===== src/rtl/qfix_pkg.sv =====
// rtl/qfix_pkg.sv - shared Q8.8 fixed-point constants and divider state type
package qfix_pkg;

    localparam int Q_WIDTH = 16;
    localparam int Q_FRAC  = 8;

    localparam logic [Q_WIDTH-1:0] Q_MAX = 16'h7FFF;
    localparam logic [Q_WIDTH-1:0] Q_MIN = 16'h8000;

    typedef enum logic [1:0] {
        IDLE,
        BUSY,
        DONE
    } qdiv_state_t;

endpackage


===== src/rtl/qsat.sv =====
// rtl/qsat.sv - apply sign to an unsigned quotient magnitude and saturate to signed Q format
module qsat
    import qfix_pkg::*;
#(
    parameter int WIDTH = Q_WIDTH,
    parameter int FRAC  = Q_FRAC
) (
    input  logic [WIDTH+FRAC-1:0] mag,
    input  logic                  neg,
    output logic [WIDTH-1:0]      result,
    output logic                  ovf
);

    localparam int QW = WIDTH + FRAC;
    localparam logic [QW-1:0]    POS_LIM = QW'((64'd1 << (WIDTH - 1)) - 64'd1);
    localparam logic [QW-1:0]    NEG_LIM = QW'(64'd1 << (WIDTH - 1));
    localparam logic [WIDTH-1:0] SAT_MAX = {1'b0, {(WIDTH-1){1'b1}}};
    localparam logic [WIDTH-1:0] SAT_MIN = {1'b1, {(WIDTH-1){1'b0}}};

    // Negative side reaches one step further: -(2^(W-1)) is representable.
    always_comb begin
        result = mag[WIDTH-1:0];
        ovf    = 1'b0;
        if (neg) begin
            if (mag > NEG_LIM) begin
                result = SAT_MIN;
                ovf    = 1'b1;
            end else begin
                result = {WIDTH{1'b0}} - mag[WIDTH-1:0];
            end
        end else if (mag > POS_LIM) begin
            result = SAT_MAX;
            ovf    = 1'b1;
        end
    end

endmodule


===== src/rtl/qdiv_seq.sv =====
// rtl/qdiv_seq.sv - sequential signed Q8.8 restoring divider with valid/ready handshake
module qdiv_seq
    import qfix_pkg::*;
#(
    parameter int WIDTH = Q_WIDTH,
    parameter int FRAC  = Q_FRAC
) (
    input  logic             clk,
    input  logic             rst_n,
    input  logic             in_valid,
    output logic             in_ready,
    input  logic [WIDTH-1:0] a,
    input  logic [WIDTH-1:0] b,
    output logic             out_valid,
    input  logic             out_ready,
    output logic [WIDTH-1:0] result,
    output logic             ovf,
    output logic             dbz
);

    localparam int QW = WIDTH + FRAC;
    localparam int CW = $clog2(QW);
    localparam logic [WIDTH-1:0] SAT_MAX = {1'b0, {(WIDTH-1){1'b1}}};
    localparam logic [WIDTH-1:0] SAT_MIN = {1'b1, {(WIDTH-1){1'b0}}};

    qdiv_state_t state, state_nx;

    logic [QW-1:0]    dq;
    logic [WIDTH-1:0] rem;
    logic [WIDTH-1:0] b_abs;
    logic [CW-1:0]    cnt;
    logic             neg;

    logic [WIDTH:0]   a_abs_in;
    logic [WIDTH-1:0] b_abs_in;
    logic [WIDTH:0]   rem_sh;
    logic             q_bit;
    logic [QW-1:0]    q_final;
    logic             last_step;
    logic             b_zero;
    logic [WIDTH-1:0] sat_result;
    logic             sat_ovf;

    // |a| needs one extra bit so the most negative dividend does not wrap.
    assign a_abs_in = a[WIDTH-1] ? ({(WIDTH+1){1'b0}} - {a[WIDTH-1], a}) : {1'b0, a};
    assign b_abs_in = b[WIDTH-1] ? ({WIDTH{1'b0}} - b) : b;
    assign b_zero   = (b == '0);

    assign rem_sh    = {rem, dq[QW-1]};
    assign q_bit     = (rem_sh >= {1'b0, b_abs});
    assign q_final   = {dq[QW-2:0], q_bit};
    assign last_step = (state == BUSY) && (cnt == CW'(QW - 1));

    qsat #(
        .WIDTH (WIDTH),
        .FRAC  (FRAC)
    ) u_qsat (
        .mag    (q_final),
        .neg    (neg),
        .result (sat_result),
        .ovf    (sat_ovf)
    );

    always_ff @(posedge clk or negedge rst_n) begin
        if (!rst_n) begin
            state <= IDLE;
        end else begin
            state <= state_nx;
        end
    end

    always_comb begin
        state_nx = state;
        in_ready = 1'b0;
        case (state)
            IDLE: begin
                in_ready = 1'b1;
                if (in_valid) begin
                    state_nx = b_zero ? DONE : BUSY;
                end
            end
            BUSY: begin
                if (last_step) begin
                    state_nx = DONE;
                end
            end
            DONE: begin
                if (out_valid && out_ready) begin
                    state_nx = IDLE;
                end
            end
            default: state_nx = IDLE;
        endcase
    end

    // dq holds the unconsumed dividend bits in its top and grows quotient bits from the bottom.
    always_ff @(posedge clk or negedge rst_n) begin
        if (!rst_n) begin
            dq        <= '0;
            rem       <= '0;
            b_abs     <= '0;
            cnt       <= '0;
            neg       <= 1'b0;
            out_valid <= 1'b0;
            result    <= '0;
            ovf       <= 1'b0;
            dbz       <= 1'b0;
        end else begin
            case (state)
                IDLE: begin
                    if (in_valid) begin
                        dq    <= QW'(a_abs_in) << FRAC;
                        rem   <= '0;
                        cnt   <= '0;
                        b_abs <= b_abs_in;
                        neg   <= a[WIDTH-1] ^ b[WIDTH-1];
                        if (b_zero) begin
                            dbz    <= 1'b1;
                            ovf    <= 1'b0;
                            result <= a[WIDTH-1] ? SAT_MIN : SAT_MAX;
                        end
                    end
                end
                BUSY: begin
                    dq  <= q_final;
                    rem <= WIDTH'(q_bit ? (rem_sh - {1'b0, b_abs}) : rem_sh);
                    cnt <= cnt + 1'b1;
                    if (last_step) begin
                        result    <= sat_result;
                        ovf       <= sat_ovf;
                        dbz       <= 1'b0;
                        out_valid <= 1'b1;
                    end
                end
                DONE: begin
                    // Divide-by-zero enters DONE with out_valid still low; raise it one cycle later.
                    if (!out_valid) begin
                        out_valid <= 1'b1;
                    end else if (out_ready) begin
                        out_valid <= 1'b0;
                        ovf       <= 1'b0;
                        dbz       <= 1'b0;
                    end
                end
                default: ;
            endcase
        end
    end

endmodule


===== config.mk =====
export PLATFORM = sky130hd
export DESIGN_NAME = qdiv_seq
export DESIGN_NICKNAME = d
export VERILOG_FILES = /design/src/rtl/qfix_pkg.sv /design/src/rtl/qsat.sv /design/src/rtl/qdiv_seq.sv
export SDC_FILE = /design/constraint.sdc
export NUM_CORES = 1
export LEC_CHECK = 0
export BUFFER_PORTS_ARGS = -buffer_cell sky130_fd_sc_hd__buf_2
export CORE_ASPECT_RATIO = 1.5
export CORE_MARGIN = 2
export CORE_UTILIZATION = 50
export DETAILED_ROUTE_END_ITERATION = 16
export PLACE_DENSITY = 0.69
export SETUP_SLACK_MARGIN = 0.5
export SLEW_MARGIN = 20
export SYNTH_ARGS = -nofsm -noshare
export SYNTH_HDL_FRONTEND = slang
export SYNTH_SLANG_ARGS = --single-unit

===== constraint.sdc =====
create_clock -name clk -period 11.69 [get_ports clk]
set_clock_uncertainty 0.2 [all_clocks]
set_input_delay 0.5845 -clock clk [delete_from_list [all_inputs] [get_ports clk]]
set_output_delay 0.5845 -clock clk [all_outputs]
set_load 0.005 [all_outputs]

; Word-level counts from Yosys, hierarchy flattened
; Index checks and enable logic that the tools add are counted.
[totals]
ff_bits = 83
latchBits = 0
ramBits = 0
rom_bits = 0
in_bits = 36
output_inout_bits = 20
wordCells = 81
memories = 0
[op_classes]
add_sub_neg = 5
multipliers = 0
n_div = 0
magnitude_cmp = 3
n_eq_ne = 9
n_shift = 0
muxes = 40
bitwise = 1
reduce_logical = 13
[ops]
columns = cell, n
row1 = $mux W16, 11
row2 = $pmux W16 S2, 2
row3 = $pmux W24 S2, 1
row4 = $sub A1 B16 Y16 const A, 3
row5 = $gt A24 B15 Y1 const B, 1
row6 = $gt A24 B16 Y1 const B, 1
row7 = $mux W24, 1
row8 = $ge A17 B16 Y1, 1
row9 = $logic_not A16 Y1, 1
row10 = $sub A16 B16 Y16, 1
row11 = $mux W1, 15
row12 = $ne A2 B2 Y1 const B, 6
row13 = $pmux W5 S2, 1
row14 = $mux W2, 4
row15 = $pmux W1 S3, 2
row16 = $pmux W2 S3, 1
row17 = $reduce_and A2 Y1, 3
row18 = $reduce_and A6 Y1, 1
row19 = $add A5 B1 Y5 const B, 1
row20 = $eq A5 B5 Y1 const B, 1
row21 = $mux W5, 1
row22 = $reduce_and A4 Y1, 1
row23 = $reduce_bool A2 Y1, 2
row24 = $reduce_and A3 Y1, 1
row25 = other kinds (7), 8

; Logic depth before layout (Yosys ltp)
[depth]
ltp_word = 6
depth_mapped = 18
ltp_nobuf = 17

; Hierarchy
; From an unflattened synthesis, not the netlist that was laid out.
[hier_totals]
cells_unflattened = 678
area_unflattened_um2 = 5801.8
[by_module_without_submodules]
columns = mod, n_inst, cells_per_inst, area_per_inst_um2, seq_area_each_um2
row1 = qdiv_seq, 1, 576, 5102.4, 2077.0
row2 = qsat, 1, 102, 699.4, 0.0

; Worst setup path after synthesis
; No wires, ideal clock.
[synth_path]
path_type = reg2reg
startpoint = register rem[13]
endpoint = register result[7]
setup_ns = 0.082
arrival_ns = 3.676
required_time_ns = 11.408
setup_slack_ns = 7.732
stages_incl_launch_ff = 16
path_buffers = 2
period_less_slack_ns = 3.958
path_cell_list = dfrtp_1 ha_1 a21o_1 a211o_1 a311oi_1 a21oi_2 inv_2 clkbuf_1 ha_1 nor3b_1 nand4_1 o31ai_1 buf_4 nand2_2 or3_1 a31oi_1
[synth_between]
elab_chain_len = 6
elab_cells_between_ends = 9
cone_classes = add/sub (1) / order compare (3) / mux (5)
[synth_rtl]
columns = element, line_no
row1 = from (decl), qdiv_seq.sv:29  ; logic [WIDTH-1:0] rem;
row2 = from (signal assigned), qdiv_seq.sv:126  ; rem <= WIDTH'(q_bit ? (rem_sh - {1'b0, b_abs}) : rem_sh);
row3 = $ge A17 B16 Y1 (*), qdiv_seq.sv:50  ; assign q_bit = (rem_sh >= {1'b0, b_abs});
row4 = $gt A24 B15 Y1 (tied with other cells), qsat.sv:31  ; end else if (mag > POS_LIM) begin
row5 = $mux W16 (on tied branches), "qsat.sv:31, qsat.sv:25"
row6 = $mux W16 (*), qsat.sv:24  ; if (neg) begin
row7 = $mux W16 (*), qdiv_seq.sv:128  ; if (last_step) begin
row8 = $pmux W16 S2 (*), qdiv_seq.sv:109  ; case (state)
row9 = to (signal assigned), qdiv_seq.sv:120  ; result <= a[WIDTH-1] ? SAT_MIN : SAT_MAX;
row10 = to (signal assigned), qdiv_seq.sv:129  ; result <= sat_result;
row11 = to (decl), qdiv_seq.sv:16  ; output logic [WIDTH-1:0] result,
; Every way passes the cells marked *; elsewhere a longest branch is shown, timed or not. The select of a mux whose other input is x is not followed.
; A chain may end at the register's enable or synchronous reset.

; Final worst setup path
[layout_path]
startpoint = register rem[2]
endpoint = register result[8]
; The elaborated chain is that of the path after synthesis.

==> flow_summary.toml <==
[run]
drv_cap = 0

[placement]
portBuffers = 55
hpwl_mm = 9.339
post-place-ws_ns = 7.218
place.gp.congestion = 0.9052

[worst_setup_path]
worstPathRequired_ns = 11.75
cp_max_fo = 34
path_class = "register to register"
r2r_start = "rem[2]"
cpMostUsedCell = "a21oi_1"
cp-start-kind = "register"
rr_endpoint = "result[8]"
max_stage_delay_ns = 0.48
crit_path_end_kind = "register"
r2r_slack_ns = 7.06
worst_r2r_path_depth = 16
path_delay_family = "compound AO/OA/AOI/OAI gates"
worstPathCellList = "ha_1, a21o_1, a21oi_1, o21ai_1, a21oi_1, a21oi_2, inv_2, ha_1, nor3b_1, nand4_1, o31ai_1, buf_4, nand2_1, o311ai_0, o21ai_0, a21oi_1"
path_buf_inv = 2
cp.arrival_ns = 4.69
cpMaxStageDelayCell = "inv_2"

[final_layout]
fillers = 1004
layout_commonest_cell = "nand2_1"
utilization_pct = 57.91
register_area_mm2 = 0.002077
antenna_cells = 0
drive_gt1_share_pct = 13.20
finalNetCount = 738
layout_common_cells = "nand2_1 (96), dfrtp_1 (83), o21ai_0 (74)"
syn2layout_area_growth_pct = 13.56
multi_input_area_mm2 = 0.003072

[global_routing]
grt_pass1_vias = 4604
grt_max_degree = 84
grt_pass1_wl_mm = 20.98
antenna_found_initial = 0
overflow = 0
grt_usage_pct = 23.14

[synth]
synth-seq-cells = 83
synth_nets = 698
synth_edf_count = 0
synth_area_leaders = "dfrtp_1 (39%), o21ai_0 (6.9%), nand2_1 (6.7%)"
synth_top_cell_by_area = "dfrtp_1"
yosysSeqAreaShare_pct = 38.67
synthArstFlopShare_pct = 100.0
ys.flop_type = "dfrtp_1"
ys_types = 65
avgSynthCellArea_um2 = 8.432
synth_top_area_share_pct = 38.67
synthCells = 637
synth.cell_area_mm2 = 0.005371
ys_warn_count = 0

[power]
power_density_mw_per_mm2 = 279.7
leakagePower_uw = 0.002788
ir_drop_v = 0.0001321
power_uw = 1706

[cts]
cts.sinks = 83
insertion_delay_ns = 0.34
cts_hold_buf = 0
cts_buffers = 9
path_clk_slew_ns = 0.06
h-tree-depth = 3
root_buffer = "clkbuf_16"
ctsResizeCount = 0
cts_buffer_depth = 2
cts_tree = "yes"
post_cts_buffers = 0

[detailed_routing]
vias = 4737
post_drt_via_cell_ratio = 5.735
ant_nets = 0
routed_wirelength_mm = 12.75
firstDrtPassIters = 5
drt_iter0_drc = 224
post-route-drc-count = 0
wl_per_cell_um = 15.43

[timing]
setup_viol = 0
period_needed_ns = 4.634
worst_slack_ns = 7.056
slew_headroom_pct = 33.63
max_freq_mhz = 215.8
worstMarginPinSlew_ns = 0.9931
hold_violations = 0
post-route-period-util_pct = 39.64
rsz0062_at_grt = "no"
slew_viol_final = 0
setup_tns_ns = 0

[hold_path]
hold_path.class = "input pin to async pin"

[die]
core-area_mm2 = 0.01053
start_util_pct = 51.00
die_w_um = 88.63
dieHeight_um = 130.9
ios = 56
dieArea_mm2 = 0.01160
num_rows = 46

[status]
status = "finished, final reports clean"
-- logic make-up after synthesis --
| family | after synthesis | share of synthesized area [%] |
|---|---|---|
| AND/OR/NAND/NOR | 227 | 20.66 |
| AO/OA/AOI/OAI | 198 | 22.76 |
| flip-flops | 83 | 38.67 |
| buffers and inverters | 57 | 4.146 |
| XOR/XNOR | 41 | 6.685 |
| adder cells (fa/ha/maj) | 25 | 5.963 |
| multiplexers | 6 | 1.118 |
-- Yosys cell counts, types with 3 or more instances --
cell and count:
and3_1 5, ha_1 24, a22o_1 8, clkbuf_1 23
and2_1 5, or3_1 6, dfrtp_1 83, o21ai_1 3
nand3_1 6, a21o_1 4, a31oi_1 10, xor2_1 31
nand4_1 3, nor4_1 6, a32oi_1 7, o21ai_0 74
nor3_1 18, o31ai_1 11, nand2b_1 8, inv_1 27
mux2i_1 6, a21oi_1 48, nor2b_1 8, a211oi_1 5
nor2_1 46, o21a_1 5, nand3b_1 4, nand2_1 96
buf_2 4, xnor2_1 10
-- sequential cells by signal (all words and copies together), names as in the netlist, 2 cells and up --
register  cells
rem          16
state         2
dq           24
cnt           5
result       16
b_abs        16
-- worst register-to-register path: cells and delay by family (launching register included) --
family / cells / cell delay, ns
simple gates: 3 / 0.55
buf+inv: 2 / 0.69
fa+ha+maj: 2 / 0.69
compound gates: 9 / 2.00
flops: 1 / 0.40
-- cell type report --
class,count,area share (%)
well taps,144,2.954
repair buffers,58,4.985
clock buffers,12,4.369
flip-flops and latches,83,34.05
clock inverters,4,1.559
multi-input cells,497,50.36
inverters,28,1.723
-- power by group --
group / switching [uW] / internal [uW] / leakage, uW
Combinational: 524 / 333 / 0.00155
Clock: 113 / 226 / 0.000179
Sequential: 105 / 406 / 0.00106
-- through the flow --
step | hold WS, ns | instances | cell area (um2)
finish | 0.08092 | 826 | 6100
global route | 0.1561 | 826 | 6100
CTS | 0.2741 | 826 | 6096
detailed placement | 0.2599 | 810 | 5734
global placement | 0.2578 | 810 | 5734
floorplan | 0.08891 | 637 | 5371
-- per-layer routing --
metal  GRT usage (%)  share of wire [%]  vias up
li1                -                  -     2343
met3           2.513                3.3       30
met2           42.45                 54      137
met4           13.81                3.8        0
met1           24.89                 39     2227
met5               0                  0        -
-- how the worst max path moves through the flow --
| stage | start | cells after the start | slack, ns | end |
|---|---|---|---|---|
| finish | rem[2] | 16 | 7.06 | result[8] |
| global route | rem[2] | 16 | 6.69 | result[8] |
| CTS | rem[2] | 16 | 7.14 | result[8] |
| detailed placement | rem[2] | 16 | 7.22 | result[8] |
| global placement | rem[2] | 15 | 7.36 | result[7] |
| floorplan | rem[13] | 15 | 7.73 | result[7] |
Note: power is estimated with default switching activity, not from simulation.
